==> config.mk <==
export PLATFORM = sky130hd
export DESIGN_NAME = fetch_redirect_flat
export DESIGN_NICKNAME = d
export VERILOG_FILES = /design/src/rtl/fetch_redirect_pkg.sv /design/src/rtl/fetch_redirect_if.sv /design/src/rtl/fetch_redirect.sv /design/src/flat_wrapper.sv
export SDC_FILE = /design/constraint.sdc
export NUM_CORES = 1
export LEC_CHECK = 0
export ABC_AREA = 1
export BUFFER_PORTS_ARGS = -buffer_cell sky130_fd_sc_hd__buf_4
export CORE_MARGIN = 1
export CORE_UTILIZATION = 48
export CTS_CLUSTER_SIZE = 12
export DETAILED_ROUTE_END_ITERATION = 16
export PLACE_DENSITY = 0.83
export SYNTH_ARGS = -nofsm -noshare
export SYNTH_HDL_FRONTEND = slang
export SYNTH_SLANG_ARGS = --single-unit
==> constraint.sdc <==
create_clock -name i_clk -period 4.4 [get_ports i_clk]
set_input_delay 0.88 -clock i_clk [delete_from_list [all_inputs] [get_ports i_clk]]
set_output_delay 0.88 -clock i_clk [all_outputs]
set_load 0.02 [all_outputs]
==> src/rtl/fetch_redirect_pkg.sv <==
// Shared core definitions for the fetch/redirect unit: data width, default
// reset vector and the fetch FSM state type.
package fetch_redirect_pkg;

    localparam int unsigned CORE_XLEN = 32;
    localparam logic [CORE_XLEN-1:0] CORE_RESET_PC = '0;

    typedef enum logic [1:0] {
        StIdle  = 2'd0,
        StFetch = 2'd1,
        StDrain = 2'd2
    } fetch_state_e;

endpackage

==> src/rtl/fetch_redirect_if.sv <==
// Fetch-side bundle: redirect inputs from EX, decode stall, instruction memory
// handshake and the IF/ID outputs. slave = fetch unit, master = its environment.
interface fetch_redirect_if
    import fetch_redirect_pkg::*;
#(
    parameter int unsigned XLEN = CORE_XLEN
) ();

    logic            bj_valid;
    logic            pc_sel;
    logic [XLEN-1:0] target;
    logic            stall;
    logic            imem_ack;
    logic [XLEN-1:0] imem_rdata;
    logic            imem_req;
    logic [XLEN-1:0] imem_addr;
    logic            instr_valid;
    logic [XLEN-1:0] instr_out;
    logic [XLEN-1:0] instr_pc;
    logic            flush;

    modport slave (
        input  bj_valid, pc_sel, target, stall, imem_ack, imem_rdata,
        output imem_req, imem_addr, instr_valid, instr_out, instr_pc, flush
    );

    modport master (
        output bj_valid, pc_sel, target, stall, imem_ack, imem_rdata,
        input  imem_req, imem_addr, instr_valid, instr_out, instr_pc, flush
    );

endinterface

==> src/rtl/fetch_redirect.sv <==
// Instruction fetch sequencer: issues one outstanding request at a time and
// squashes in-flight fetches when EX redirects the PC.
module fetch_redirect
    import fetch_redirect_pkg::*;
#(
    parameter int unsigned     XLEN     = CORE_XLEN,
    parameter logic [XLEN-1:0] RESET_PC = XLEN'(CORE_RESET_PC)
) (
    input logic             i_clk,
    input logic             i_rst_n,
    fetch_redirect_if.slave bus
);

    fetch_state_e    r_state;
    fetch_state_e    w_state_nxt;
    fetch_state_e    w_resume;
    logic [XLEN-1:0] r_pc;
    logic [XLEN-1:0] w_pc_nxt;
    logic [XLEN-1:0] r_pc_pend;
    logic [XLEN-1:0] w_pc_pend_nxt;
    logic [XLEN-1:0] r_instr_out;
    logic [XLEN-1:0] w_instr_out_nxt;
    logic [XLEN-1:0] r_instr_pc;
    logic [XLEN-1:0] w_instr_pc_nxt;
    logic            r_instr_valid;
    logic            w_instr_valid_nxt;
    logic            r_flush;
    logic            r_boot;
    logic            w_redirect;
    logic [XLEN-1:0] w_target;
    logic [XLEN-1:0] w_pc_inc;

    assign w_redirect = bus.bj_valid & bus.pc_sel;
    assign w_target   = {bus.target[XLEN-1:2], 2'b00};
    assign w_pc_inc   = r_pc + XLEN'(4);
    // Once the current request completes, a stall parks the FSM instead of issuing.
    assign w_resume   = bus.stall ? StIdle : StFetch;

    always_comb begin
        w_state_nxt       = r_state;
        w_pc_nxt          = r_pc;
        w_pc_pend_nxt     = r_pc_pend;
        w_instr_valid_nxt = 1'b0;
        w_instr_out_nxt   = r_instr_out;
        w_instr_pc_nxt    = r_instr_pc;

        unique case (r_state)
            StIdle: begin
                // r_boot delays the first issue by one cycle after reset release.
                if (w_redirect) begin
                    w_pc_nxt = w_target;
                end else if (r_boot && !bus.stall) begin
                    w_state_nxt = StFetch;
                end
            end
            StFetch: begin
                if (bus.imem_ack) begin
                    w_state_nxt = w_resume;
                    if (w_redirect) begin
                        w_pc_nxt = w_target;
                    end else begin
                        w_instr_valid_nxt = 1'b1;
                        w_instr_out_nxt   = bus.imem_rdata;
                        w_instr_pc_nxt    = r_pc;
                        w_pc_nxt          = w_pc_inc;
                    end
                end else if (w_redirect) begin
                    w_pc_pend_nxt = w_target;
                    w_state_nxt   = StDrain;
                end
            end
            StDrain: begin
                if (w_redirect) begin
                    w_pc_pend_nxt = w_target;
                end
                if (bus.imem_ack) begin
                    w_pc_nxt    = w_redirect ? w_target : r_pc_pend;
                    w_state_nxt = w_resume;
                end
            end
            default: begin
                w_state_nxt = StIdle;
            end
        endcase
    end

    always_ff @(posedge i_clk or negedge i_rst_n) begin
        if (!i_rst_n) begin
            r_state       <= StIdle;
            r_pc          <= RESET_PC;
            r_pc_pend     <= '0;
            r_instr_valid <= 1'b0;
            r_instr_out   <= '0;
            r_instr_pc    <= '0;
            r_flush       <= 1'b0;
            r_boot        <= 1'b0;
        end else begin
            r_state       <= w_state_nxt;
            r_pc          <= w_pc_nxt;
            r_pc_pend     <= w_pc_pend_nxt;
            r_instr_valid <= w_instr_valid_nxt;
            r_instr_out   <= w_instr_out_nxt;
            r_instr_pc    <= w_instr_pc_nxt;
            r_flush       <= w_redirect;
            r_boot        <= 1'b1;
        end
    end

    assign bus.imem_req    = (r_state != StIdle);
    assign bus.imem_addr   = r_pc;
    assign bus.instr_valid = r_instr_valid;
    assign bus.instr_out   = r_instr_out;
    assign bus.instr_pc    = r_instr_pc;
    assign bus.flush       = r_flush;

endmodule

==> src/flat_wrapper.sv <==
// flat-port wrapper written by rule: the top's interface ports become plain ports
module fetch_redirect_flat import fetch_redirect_pkg::*;
#(
    parameter int unsigned     XLEN     = CORE_XLEN,
    parameter logic [XLEN-1:0] RESET_PC = XLEN'(CORE_RESET_PC)
)
  (i_clk, i_rst_n, bus_bj_valid, bus_pc_sel, bus_target, bus_stall, bus_imem_ack, bus_imem_rdata, bus_imem_req, bus_imem_addr, bus_instr_valid, bus_instr_out, bus_instr_pc, bus_flush);
  fetch_redirect_if #(.XLEN(XLEN)) bus_i ();
  input logic i_clk;
  input logic i_rst_n;
  input wire logic [$bits(bus_i.bj_valid)-1:0] bus_bj_valid;
  input wire logic [$bits(bus_i.pc_sel)-1:0] bus_pc_sel;
  input wire logic [$bits(bus_i.target)-1:0] bus_target;
  input wire logic [$bits(bus_i.stall)-1:0] bus_stall;
  input wire logic [$bits(bus_i.imem_ack)-1:0] bus_imem_ack;
  input wire logic [$bits(bus_i.imem_rdata)-1:0] bus_imem_rdata;
  output wire logic [$bits(bus_i.imem_req)-1:0] bus_imem_req;
  output wire logic [$bits(bus_i.imem_addr)-1:0] bus_imem_addr;
  output wire logic [$bits(bus_i.instr_valid)-1:0] bus_instr_valid;
  output wire logic [$bits(bus_i.instr_out)-1:0] bus_instr_out;
  output wire logic [$bits(bus_i.instr_pc)-1:0] bus_instr_pc;
  output wire logic [$bits(bus_i.flush)-1:0] bus_flush;
  assign bus_i.bj_valid = bus_bj_valid;
  assign bus_i.pc_sel = bus_pc_sel;
  assign bus_i.target = bus_target;
  assign bus_i.stall = bus_stall;
  assign bus_i.imem_ack = bus_imem_ack;
  assign bus_i.imem_rdata = bus_imem_rdata;
  assign bus_imem_req = bus_i.imem_req;
  assign bus_imem_addr = bus_i.imem_addr;
  assign bus_instr_valid = bus_i.instr_valid;
  assign bus_instr_out = bus_i.instr_out;
  assign bus_instr_pc = bus_i.instr_pc;
  assign bus_flush = bus_i.flush;
  fetch_redirect #(.XLEN(XLEN), .RESET_PC(RESET_PC)) u_core (.i_clk(i_clk), .i_rst_n(i_rst_n), .bus(bus_i));
endmodule
==> out/metrics.sh, run 1 <==
SEQ_AREA_FRAC_SYNTH=0.5063
GRT_OVERFLOW=0
DIE_WIDTH_UM=119.0
POST_LAYOUT_UTIL=0.6473
FIN_HOLD_WS_NS=0.4681
GRT_SETUP_UNREPAIRED='no'
FINAL_HOLD_VIOL_COUNT=0
ROUTE.ANTENNA.REMAINING_NETS=0
FP.DIEH_UM=119.0
SLOWEST_DELAY_NS=0.56
YOSYSTOPAREACELLSHARE=0.5063
YOSYSUNIQUECELLTYPES=37
ANTENNA-DIODE-COUNT=0
TIMING.CRITICAL_PATH.CELLS='inv_1 -> ha_1 -> nor2_4 -> inv_2 -> nand2_1 -> nor2_1 -> buf_4 -> mux2_2'
TIMING.CRITICAL_PATH.BUF_INV=3
FIN_CRIT_NS=2.921
DESIGN.FINAL.NETS=1057
HOLD_BUFFERS=0
POSTSYNTHREGISTERBITS=133
YS.FLOP_TYPE='sky130_fd_sc_hd__dfrtp_1'
ROUTEDWLPERCELL_UM=15.93
FINALSETUPVIOLATIONS=0
SYNTHMOSTINSTANTIATEDCELL='sky130_fd_sc_hd__nand2_1'
NUM_VIAS=6346
CTS_HTREE_LEVELS=4
CRITICAL_PATH_SINK_TYPE='register'
CRIT_SHARE_POST_ROUTE=0.6639
VIA_COUNT_OF_THE_FIRST_GLOBAL_ROUTING_PASS=5910
FLOORPLAN.IO_PINS=169
TNS_NS=0
INITIAL_ANTENNA_VIOLATION_COUNT=0
DPL_HPWL_MM=13.06
POSTROUTEWIRELENGTH_MM=18.65
GRT_FIRST_PASS_WIRELENGTH_MM=29.84
CP_SLOWEST_CELL='sky130_fd_sc_hd__nor2_1'
CRIT_ARRIVAL_NS=3.22
TIMING.FINAL.MAX_SLEW_VIOLATIONS=0
RUN_STATUS='finished, final reports clean'
VIAS_PER_CELL=5.419
SYNTH_EDF_COUNT=0
TRITONCTS='built'
DRT-INITIAL-DRC-COUNT=556
WORST_SKEW_PAIR.LATE_LATENCY_NS=0.42
DETAILEDROUTE.FIRSTPASSITERATIONCOUNT=6
POST_CTS_RESIZED=0
CLOCK-SINKS=133
WORST_SETUP_HOLD_PATH_CLK_SLEW_NS=0.06
CTS_BUFFERS=17
CTS.PATH.MAX_BUFFERS=2
CLOCK_SKEW_NS=0.007035
AREA_GROWTH_PCT=30.91
DIE-AREA_UM2=14170
ASYNC_RESET_FF_FRAC=1.000
SETUP_SLACK_AT_PLACEMENT_NS=1.509
CTS.ROOT.BUFFER_CELL='sky130_fd_sc_hd__clkbuf_16'
POST_SYNTH.CELL_AREA_AVG_UM2=7.997
CLOCK.FMAX_MHz=342.3
HOLDCRITPATHCLASS='register to register'
GRT_MAX_DEGREE=81
YS.WARNINGS.COUNT=0
YS_TOP_CELLS_BY_COUNT='279 x sky130_fd_sc_hd__nand2_1, 133 x sky130_fd_sc_hd__dfrtp_1, 76 x sky130_fd_sc_hd__o21ai_0'
POWER.DENSITY_CELL_AREA_nW_PER_UM2=831.6
POST-CTS-SETUP-BUFFERS=0
SYNTH.NET_COUNT=897
ROUTABILITYCONGESTION=0.9102
LEAKAGE_nW=4.328
ROUTE.DETAILED.DRC=0
PORT_BUFFERS=166
CRITPATHKIND='register to register'
SETUP_WS_NS=1.479
CP_REQUIRED_NS=4.70
LARGEST_FANOUT_ON_THE_CRITICAL_PATH=24
FINAL_LAYOUT_SIZE_SUFFIX_GT1_FRAC=0.2342
MAPPEDNETLISTAREA_UM2=6574
SYNTH_CELLS=822
YOSYS.AREA.TOP_TYPE='sky130_fd_sc_hd__dfrtp_1'
START_UTIL=0.4944
WORSTMARGINPINSLEW_NS=0.7676
FAMILY_OF_CELLS_WITH_THE_GREATEST_SUMMED_DELAY_ON_THE_CRITICAL_PATH='simple AND/OR/NAND/NOR gates'
FP-ROW-COUNT=42
CORE_AREA_UM2=13300
GRT_USAGE=0.2712
MAX_CAP_VIOLATIONS=0
P_TOTAL_mW=7.157
CRITPATHLAUNCHTYPE='register'
YOSYS-TOP-CELLS-AREA='sky130_fd_sc_hd__dfrtp_1 51%, sky130_fd_sc_hd__nand2_1 16%, sky130_fd_sc_hd__o21ai_0 5.8%'
POWER.IR.VDD_WORST_uV=453.7
NUMBER_OF_INSERTED_FILLER_CELLS_IN_THE_FINAL_LAYOUT=1151
MAXSLEWHEADROOM=0.4864
==> power breakdown <==
part / internal (mW) / switching [mW] / total, mW
Clock: 0.987 / 0.550 / 1.54
Combinational: 1.21 / 2.16 / 3.37
Sequential: 1.79 / 0.466 / 2.25
Total: 3.98 / 3.17 / 7.16
==> metal layers <==
layer  vias to the layer above  GRT usage  part of all wire
met3                        40    0.06705             0.088
met1                      2968     0.3584              0.42
met2                       319     0.4288              0.47
li1                       3019          -                 -
met4                         0     0.1052             0.025
met5                         -          0                 0
==> tightest hold or removal path: cells and delay by family (launching register included) <==
family	cells	cell delay (ns)
flip-flops	1	0.34
AND/OR/NAND/NOR	2	0.10
==> final timing paths <==
path / from / endpoint / slack, ns / depth (start not counted)
setup / recovery: u_core.r_state[0] / u_core.r_pc_pend[2] / 1.48 / 8
hold / removal: u_core.bus.instr_pc[17] / u_core.bus.instr_pc[17] / 0.47 / 2
setup reg to reg: u_core.r_state[0] / u_core.r_pc_pend[2] / 1.48 / 8
hold reg to reg: u_core.bus.instr_pc[17] / u_core.bus.instr_pc[17] / 0.47 / 2
max in group asynchronous: i_rst_n / u_core.bus.instr_out[24] / 3.02 / 2
min in group asynchronous: i_rst_n / u_core.r_pc_pend[29] / 0.48 / 1
==> per-stage QoR <==
step	area (µm²)	cells
6_report	8606	1171
5_1_grt	8606	1171
4_1_cts	8606	1171
3_5_place_dp	7958	1139
3_3_place_gp	7958	1139
2_1_floorplan	6574	822
==> state kept, by name (all words and copies together) (netlist names) <==
| signal | flops |
|---|---|
| u_core.bus.imem_addr | 32 |
| u_core.bus.instr_out | 32 |
| u_core.bus.instr_pc | 32 |
| u_core.r_pc_pend | 32 |
| u_core.r_state | 2 |
| u_core.bus.flush | 1 |
| u_core.bus.instr_valid | 1 |
| u_core.r_boot | 1 |
==> cell families (layout without fill, tap and decap cells) <==
kind of cell             after synthesis  count (layout)  share of synthesized area
AO/OA/AOI/OAI                        167             167                     0.1528
buffers and inverters                105             278                    0.06433
AND/OR/NAND/NOR                      398             398                     0.2457
XOR/XNOR                               4               4                   0.005330
multiplexers                           9               9                    0.01542
other                                  1               1                  0.0005704
adder cells (fa/ha/maj)                5               5                   0.009517
flip-flops                           133             133                     0.5063
==> cell usage in the layout, fill, tap and decap left out, drive strengths merged <==
cell type,instances
o221ai,2
buf,175
dfrtp,133
a22o,1
o21ai,84
bufinv,4
nand3,38
a32oi,3
inv,74
a31oi,2
nand4,4
a21oi,36
xor2,3
clkinvlp,3
xnor2,1
nor2,70
nand2,281
a22oi,12
conb,1
a41oi,1
nor3,3
clkbuf,19
o22ai,10
and2,2
ha,5
mux2,9
clkinv,3
a221oi,15
a211oi,1
==> final cells by class <==
type	instances	area, µm²	share of cell area
Sequential cell	133	3328	0.3867
Multi-Input combinational cell	584	2825	0.3283
Timing Repair Buffer	175	1318	0.1531
Clock buffer	19	452.9	0.05263
Inverter	71	266.5	0.03097
Tap cell	176	220.2	0.02559
Clock inverter	13	195.2	0.02268
No activity file was read; power rests on OpenSTA's default activity.
==> run 2: changes to the inputs <==
--- a/config.mk
+++ b/config.mk
@@ -11,7 +11,7 @@
 export CORE_UTILIZATION = 48
 export CTS_CLUSTER_SIZE = 12
 export DETAILED_ROUTE_END_ITERATION = 16
-export PLACE_DENSITY = 0.83
+export PLACE_DENSITY = 0.86
 export SYNTH_ARGS = -nofsm -noshare
 export SYNTH_HDL_FRONTEND = slang
 export SYNTH_SLANG_ARGS = --single-unit
==> constraint.sdc (replaced) <==
create_clock -name i_clk -period 2.4 [get_ports i_clk]
set_input_delay 0.48 -clock i_clk [delete_from_list [all_inputs] [get_ports i_clk]]
set_output_delay 0.48 -clock i_clk [all_outputs]
set_load 0.02 [all_outputs]
==> out/metrics.sh, run 2 (synthesis results as in run 1) <==
CRIT_SHARE_POST_ROUTE=0.8765
INITIAL_ANTENNA_VIOLATION_COUNT=0
VIA_COUNT_OF_THE_FIRST_GLOBAL_ROUTING_PASS=6034
FINAL_LAYOUT_SIZE_SUFFIX_GT1_FRAC=0.2418
DESIGN.FINAL.NETS=1072
POST_PLACE_CELL_AREA_UM2=8075
ROUTEDWLPERCELL_UM=16.08
NUM_VIAS=6477
SETUP_SLACK_AT_PLACEMENT_NS=0.3762
ANTENNA-DIODE-COUNT=0
FLOORPLAN.IO_PINS=169
AREA_GROWTH_PCT=31.25
GRT_USAGE=0.2762
TIMING.REG2REG.WORST_PATH_DEPTH=8
RUN_STATUS='finished, final reports clean'
MOST_FREQUENT_STANDARD_CELL_IN_THE_LAYOUT_EXCLUDING_FILL_AND_TAP_CELLS='sky130_fd_sc_hd__nand2_1'
CRITPATHLAUNCHTYPE='register'
CP_REQUIRED_NS=2.74
START_UTIL=0.4944
FINALSETUPVIOLATIONS=0
MAXSLEWHEADROOM=0.6163
FIN_CRIT_NS=2.104
DIE-AREA_UM2=14170
GRT_MAX_DEGREE=61
WORST_SETUP_HOLD_PATH_CLK_SLEW_NS=0.06
CTS_BUFFERS=17
CLOCK_SKEW_NS=0.007171
TNS_NS=0
WORST_SKEW_PAIR.LATE_LATENCY_NS=0.42
FP.DIEH_UM=119.0
LEAKAGE_nW=4.364
FINAL_HOLD_VIOL_COUNT=0
GRT_SETUP_UNREPAIRED='no'
DRT-INITIAL-DRC-COUNT=571
CORE_AREA_UM2=13300
GRT_OVERFLOW=0
CRIT_ARRIVAL_NS=2.44
POWER.IR.VDD_WORST_uV=1043
CTS.ROOT.BUFFER_CELL='sky130_fd_sc_hd__clkbuf_16'
DIE_WIDTH_UM=119.0
CRITPATHKIND='register to register'
MOSTFREQUENTLAYOUTCELLS='279 x sky130_fd_sc_hd__nand2_1, 187 x sky130_fd_sc_hd__buf_4, 133 x sky130_fd_sc_hd__dfrtp_1'
MAX_CAP_VIOLATIONS=0
ROUTE.ANTENNA.REMAINING_NETS=0
CLOCK-SINKS=133
SETUP_WS_NS=0.2964
CTS.PATH.MAX_BUFFERS=2
FP-ROW-COUNT=42
CTS_HTREE_LEVELS=4
VIAS_PER_CELL=5.466
DPL_HPWL_MM=13.69
GRT_FIRST_PASS_WIRELENGTH_MM=30.42
DETAILEDROUTE.FIRSTPASSITERATIONCOUNT=8
TIMING.FINAL.MAX_SLEW_VIOLATIONS=0
ROUTABILITYCONGESTION=0.9226
DESIGN_AREA_UM2=8628
CLOCK.FMAX_MHz=475.4
WORST_HOLD_PATH_STAGE_COUNT=3
WORSTMARGINPINSLEW_NS=0.5717
PORT_BUFFERS=166
POWER.DENSITY_CELL_AREA_nW_PER_UM2=1495
TRITONCTS='built'
CRITICAL_PATH_SINK_TYPE='register'
POSTROUTEWIRELENGTH_MM=19.06
HOLDCRITPATHCLASS='input pin to register'
POST_CTS_RESIZED=0
LARGEST_FANOUT_ON_THE_CRITICAL_PATH=6
ROUTE.DETAILED.DRC=0
==> run 2: metrics by stage <==
step	hold slack (ns)	power (mW)	cells	utilization
after floorplan	0.1844	7.816	822	-
after global placement	0.4390	10.21	1153	0.6074
after detailed placement	0.4408	10.39	1153	0.6074
after CTS	0.2469	12.85	1185	0.6490
after global routing	0.2579	13.71	1185	0.6490
final	0.2615	12.90	1185	0.6490
==> run 2: routing by layer <==
layer	track usage	vias to the layer above	part of all wire
met2	0.4328	355	0.47
met3	0.07328	48	0.095
met4	0.1131	0	0.026
li1	-	3047	-
met1	0.3628	3027	0.41
met5	0	-	0
==> run 2: power breakdown <==
| group | switching (mW) | internal [mW] | leakage [nW] | total [mW] |
|---|---|---|---|---|
| sequential | 0.865 | 3.28 | 1.65 | 4.14 |
| combinational | 3.99 | 2.37 | 2.45 | 6.36 |
| clock | 0.938 | 1.46 | 0.264 | 2.40 |
| total | 5.79 | 7.11 | 4.36 | 12.9 |
==> run 2: final timing paths <==
path                       slack (ns)                      from                       end
max                              0.30         u_core.r_state[1]   u_core.bus.imem_addr[6]
min                              0.26        bus_imem_rdata[10]  u_core.bus.instr_out[10]
max reg2reg                      0.30         u_core.r_state[1]   u_core.bus.imem_addr[6]
min reg2reg                      0.47  u_core.bus.instr_out[16]  u_core.bus.instr_out[16]
max in group asynchronous        1.09                   i_rst_n   u_core.bus.instr_out[3]
min in group asynchronous        0.55                   i_rst_n      u_core.r_pc_pend[29]
==> run 2: final cells by class <==
| cell class | instances | area [µm²] |
|---|---|---|
| Sequential cell | 133 | 3328 |
| Fill cell | 1143 | 4667 |
| Timing Repair Buffer | 190 | 1445 |
| Clock inverter | 10 | 82.58 |
| Multi-Input combinational cell | 584 | 2825 |
| Clock buffer | 21 | 460.4 |
| Tap cell | 176 | 220.2 |
| Inverter | 71 | 266.5 |
==> run 2: what timing repair did <==
| item | CTS | global route |
|---|---|---|
| endpoints found under the setup margin | 0 | 0 |
| endpoints found under the hold margin | 25 | 0 |
| hold buffers | 1 | 0 |
| buffers inserted | 0 | 0 |
==> run 2: critical path, stage by stage, from the launching register on <==
cell	delay, ns
sky130_fd_sc_hd__dfrtp_1	0.40
sky130_fd_sc_hd__inv_1	0.11
sky130_fd_sc_hd__ha_1	0.29
sky130_fd_sc_hd__nand2_1	0.25
sky130_fd_sc_hd__inv_1	0.27
sky130_fd_sc_hd__o21ai_0	0.13
sky130_fd_sc_hd__a21oi_1	0.26
sky130_fd_sc_hd__o221ai_1	0.21
sky130_fd_sc_hd__o21ai_0	0.10
==> run 3: changes to the inputs <==
--- a/config.mk
+++ b/config.mk
@@ -15,3 +15,4 @@
 export SYNTH_ARGS = -nofsm -noshare
 export SYNTH_HDL_FRONTEND = slang
 export SYNTH_SLANG_ARGS = --single-unit
+export TNS_END_PERCENT = 5
==> constraint.sdc (replaced) <==
create_clock -name i_clk -period 1.84 [get_ports i_clk]
set_input_delay 0.368 -clock i_clk [delete_from_list [all_inputs] [get_ports i_clk]]
set_output_delay 0.368 -clock i_clk [all_outputs]
set_load 0.02 [all_outputs]
==> out/metrics.sh, run 3 (synthesis results as in run 1) <==
FINAL_LAYOUT_SIZE_SUFFIX_GT1_FRAC=0.2943
CTS.ROOT.BUFFER_CELL='sky130_fd_sc_hd__clkbuf_16'
INTPOWER_mW=10.28
TIMING.CRITICAL_PATH.CELLS='inv_2 -> ha_2 -> inv_6 -> buf_4 -> a221oi_1 -> o21ai_1 -> nand2_1 -> nand2_1'
LARGEST_FANOUT_ON_THE_CRITICAL_PATH=9
GRT_FIRST_PASS_WIRELENGTH_MM=31.63
SHARE_SEQ_OF_TOTAL_POWER=0.293
POWER.DENSITY_CELL_AREA_nW_PER_UM2=1994
SWITCHINGPOWER_mW=8.037
CRIT_ARRIVAL_NS=2.14
CRITPATHKIND='register to register'
VIAS_PER_CELL=5.503
PORT_BUFFERS=166
TIMING.FINAL.MAX_SLEW_VIOLATIONS=0
DRT-INITIAL-DRC-COUNT=691
CLOCK_SKEW_NS=0.01081
POSTROUTEWIRELENGTH_MM=19.88
POWER.IR.VDD_WORST_uV=1143
SETUP_WS_NS=0.01024
FLOORPLAN.IO_PINS=169
FP.DIEH_UM=119.0
DETAILEDROUTE.FIRSTPASSITERATIONCOUNT=8
PROPORTION_OF_POWER_DRAWN_BY_THE_CLOCK_NETWORK=0.190
TRITONCTS='built'
WORSTMARGINPINSLEW_NS=0.5540
ROUTEDWLPERCELL_UM=16.31
CTS_HTREE_LEVELS=4
CTS_BUFFERS=17
COMB_POWER_SHARE=0.517
CRITPATHLAUNCHTYPE='register'
GRT_USAGE=0.2874
NUM_VIAS=6708
FP-ROW-COUNT=42
CLOCK.FMAX_MHz=546.5
WORST_SETUP_HOLD_PATH_CLK_SLEW_NS=0.06
GRT_OVERFLOW=0
CP_SLOWEST_CELL='sky130_fd_sc_hd__ha_2'
POST_PLACE_CELL_AREA_UM2=8373
MOST_FREQUENT_STANDARD_CELL_IN_THE_LAYOUT_EXCLUDING_FILL_AND_TAP_CELLS='sky130_fd_sc_hd__nand2_1'
CORE_AREA_UM2=13300
NUMBER_OF_INSERTED_FILLER_CELLS_IN_THE_FINAL_LAYOUT=1024
CRITICAL-PATH-TOP-CELL-BY-COUNT='sky130_fd_sc_hd__nand2_1'
DESIGN_AREA_UM2=9188
ROUTE.DETAILED.DRC=0
CLOCK-SINKS=133
DIE-AREA_UM2=14170
HOLDCRITPATHCLASS='input pin to register'
ROUTE.ANTENNA.REMAINING_NETS=0
MOSTFREQUENTLAYOUTCELLS='278 x sky130_fd_sc_hd__nand2_1, 210 x sky130_fd_sc_hd__buf_4, 128 x sky130_fd_sc_hd__dfrtp_1'
CRIT_SHARE_POST_ROUTE=0.9944
SLOWEST_DELAY_NS=0.41
FIN_CRIT_NS=1.830
INITIAL_ANTENNA_VIOLATION_COUNT=0
RUN_STATUS='finished, final reports clean'
VIA_COUNT_OF_THE_FIRST_GLOBAL_ROUTING_PASS=6253
GRT_SETUP_UNREPAIRED='yes'
GRT_MAX_DEGREE=67
FINALSETUPVIOLATIONS=0
ROUTABILITYCONGESTION=0.9398
MAX_CAP_VIOLATIONS=0
SETUP_SLACK_AT_PLACEMENT_NS=-0.1313
CP_REQUIRED_NS=2.15
WORST_SKEW_PAIR.LATE_LATENCY_NS=0.42
DESIGN.FINAL.NETS=1105
DIE_WIDTH_UM=119.0
LEAKAGE_nW=4.593
CRITICAL_PATH_SINK_TYPE='register'
START_UTIL=0.4944
CTS.PATH.MAX_BUFFERS=2
FINAL_HOLD_VIOL_COUNT=0
ANTENNA-DIODE-COUNT=0
FIN_HOLD_WS_NS=0.1480
SWITCHING_SHARE=0.4388
AREA_GROWTH_PCT=39.76
DPL_HPWL_MM=14.08
MAXSLEWHEADROOM=0.6307
## run 3: layout make-up
cell class                      count  area (µm²)  area share
Clock buffer                       18       439.2     0.04780
Clock inverter                     14       177.7     0.01934
Inverter                           71       272.8     0.02969
Multi-Input combinational cell    584        2952      0.3213
Sequential cell                   133        3334      0.3629
Tap cell                          176       220.2     0.02397
Timing Repair Buffer              223        1792      0.1950
## run 3: path summary, 6_finish.rpt
check	from	endpoint	slack [ns]	cells past startpoint
worst max-delay path	u_core.r_state[1]	u_core.bus.imem_addr[28]	0.01	8
worst min-delay path	bus_imem_rdata[6]	u_core.bus.instr_out[6]	0.15	3
worst max register to register	u_core.r_state[1]	u_core.bus.imem_addr[28]	0.01	8
worst min register to register	u_core.bus.instr_out[16]	u_core.bus.instr_out[16]	0.47	2
max in group asynchronous	i_rst_n	u_core.r_state[0]	0.76	3
min in group asynchronous	i_rst_n	u_core.r_pc_pend[29]	0.48	2
## run 3: per-layer routing
layer  vias up  global-route usage  part of all wire
li1       3127                   -                 -
met1      3127              0.3771              0.41
met2       398              0.4546              0.46
met3        56             0.06897             0.097
met4         0              0.1226             0.027
met5         -                   0                 0
## run 3: stage by stage
step	TNS [ns]	util	cells	power, mW
3_3_place_gp	-0.1278	0.6298	1181	13.93
3_5_place_dp	-1.079	0.6298	1181	14.20
4_1_cts	-0.1801	0.6784	1214	17.85
6_report	0	0.6910	1219	18.32
5_1_grt	-0.3910	0.6910	1219	19.42
2_1_floorplan	0	-	822	10.19
## run 3: power groups by stage
stage	clock network (mW)	logic [mW]	registers, mW
2_1_floorplan	0	3.87	6.32
3_3_place_gp	0	8.68	5.24
3_5_place_dp	0	8.87	5.33
4_1_cts	3.51	9.04	5.30
5_1_grt	3.66	10.3	5.51
6_report	3.47	9.47	5.37
## run 3: worst max-delay path: cells and delay by family (launching register included)
family | cells | cell delay (ns)
AO/OA/AOI/OAI | 2 | 0.46
adder cells (fa/ha/maj) | 1 | 0.41
buffers and inverters | 3 | 0.32
flip-flops | 1 | 0.39
AND/OR/NAND/NOR | 2 | 0.14
## run 3: what timing repair did
item	in CTS	in global routing
setup buffers	0	5
hold endpoints to repair	48	0
pin swaps	0	3
setup endpoints to repair	23	50
hold buffers	1	0
gates resized for setup	5	36
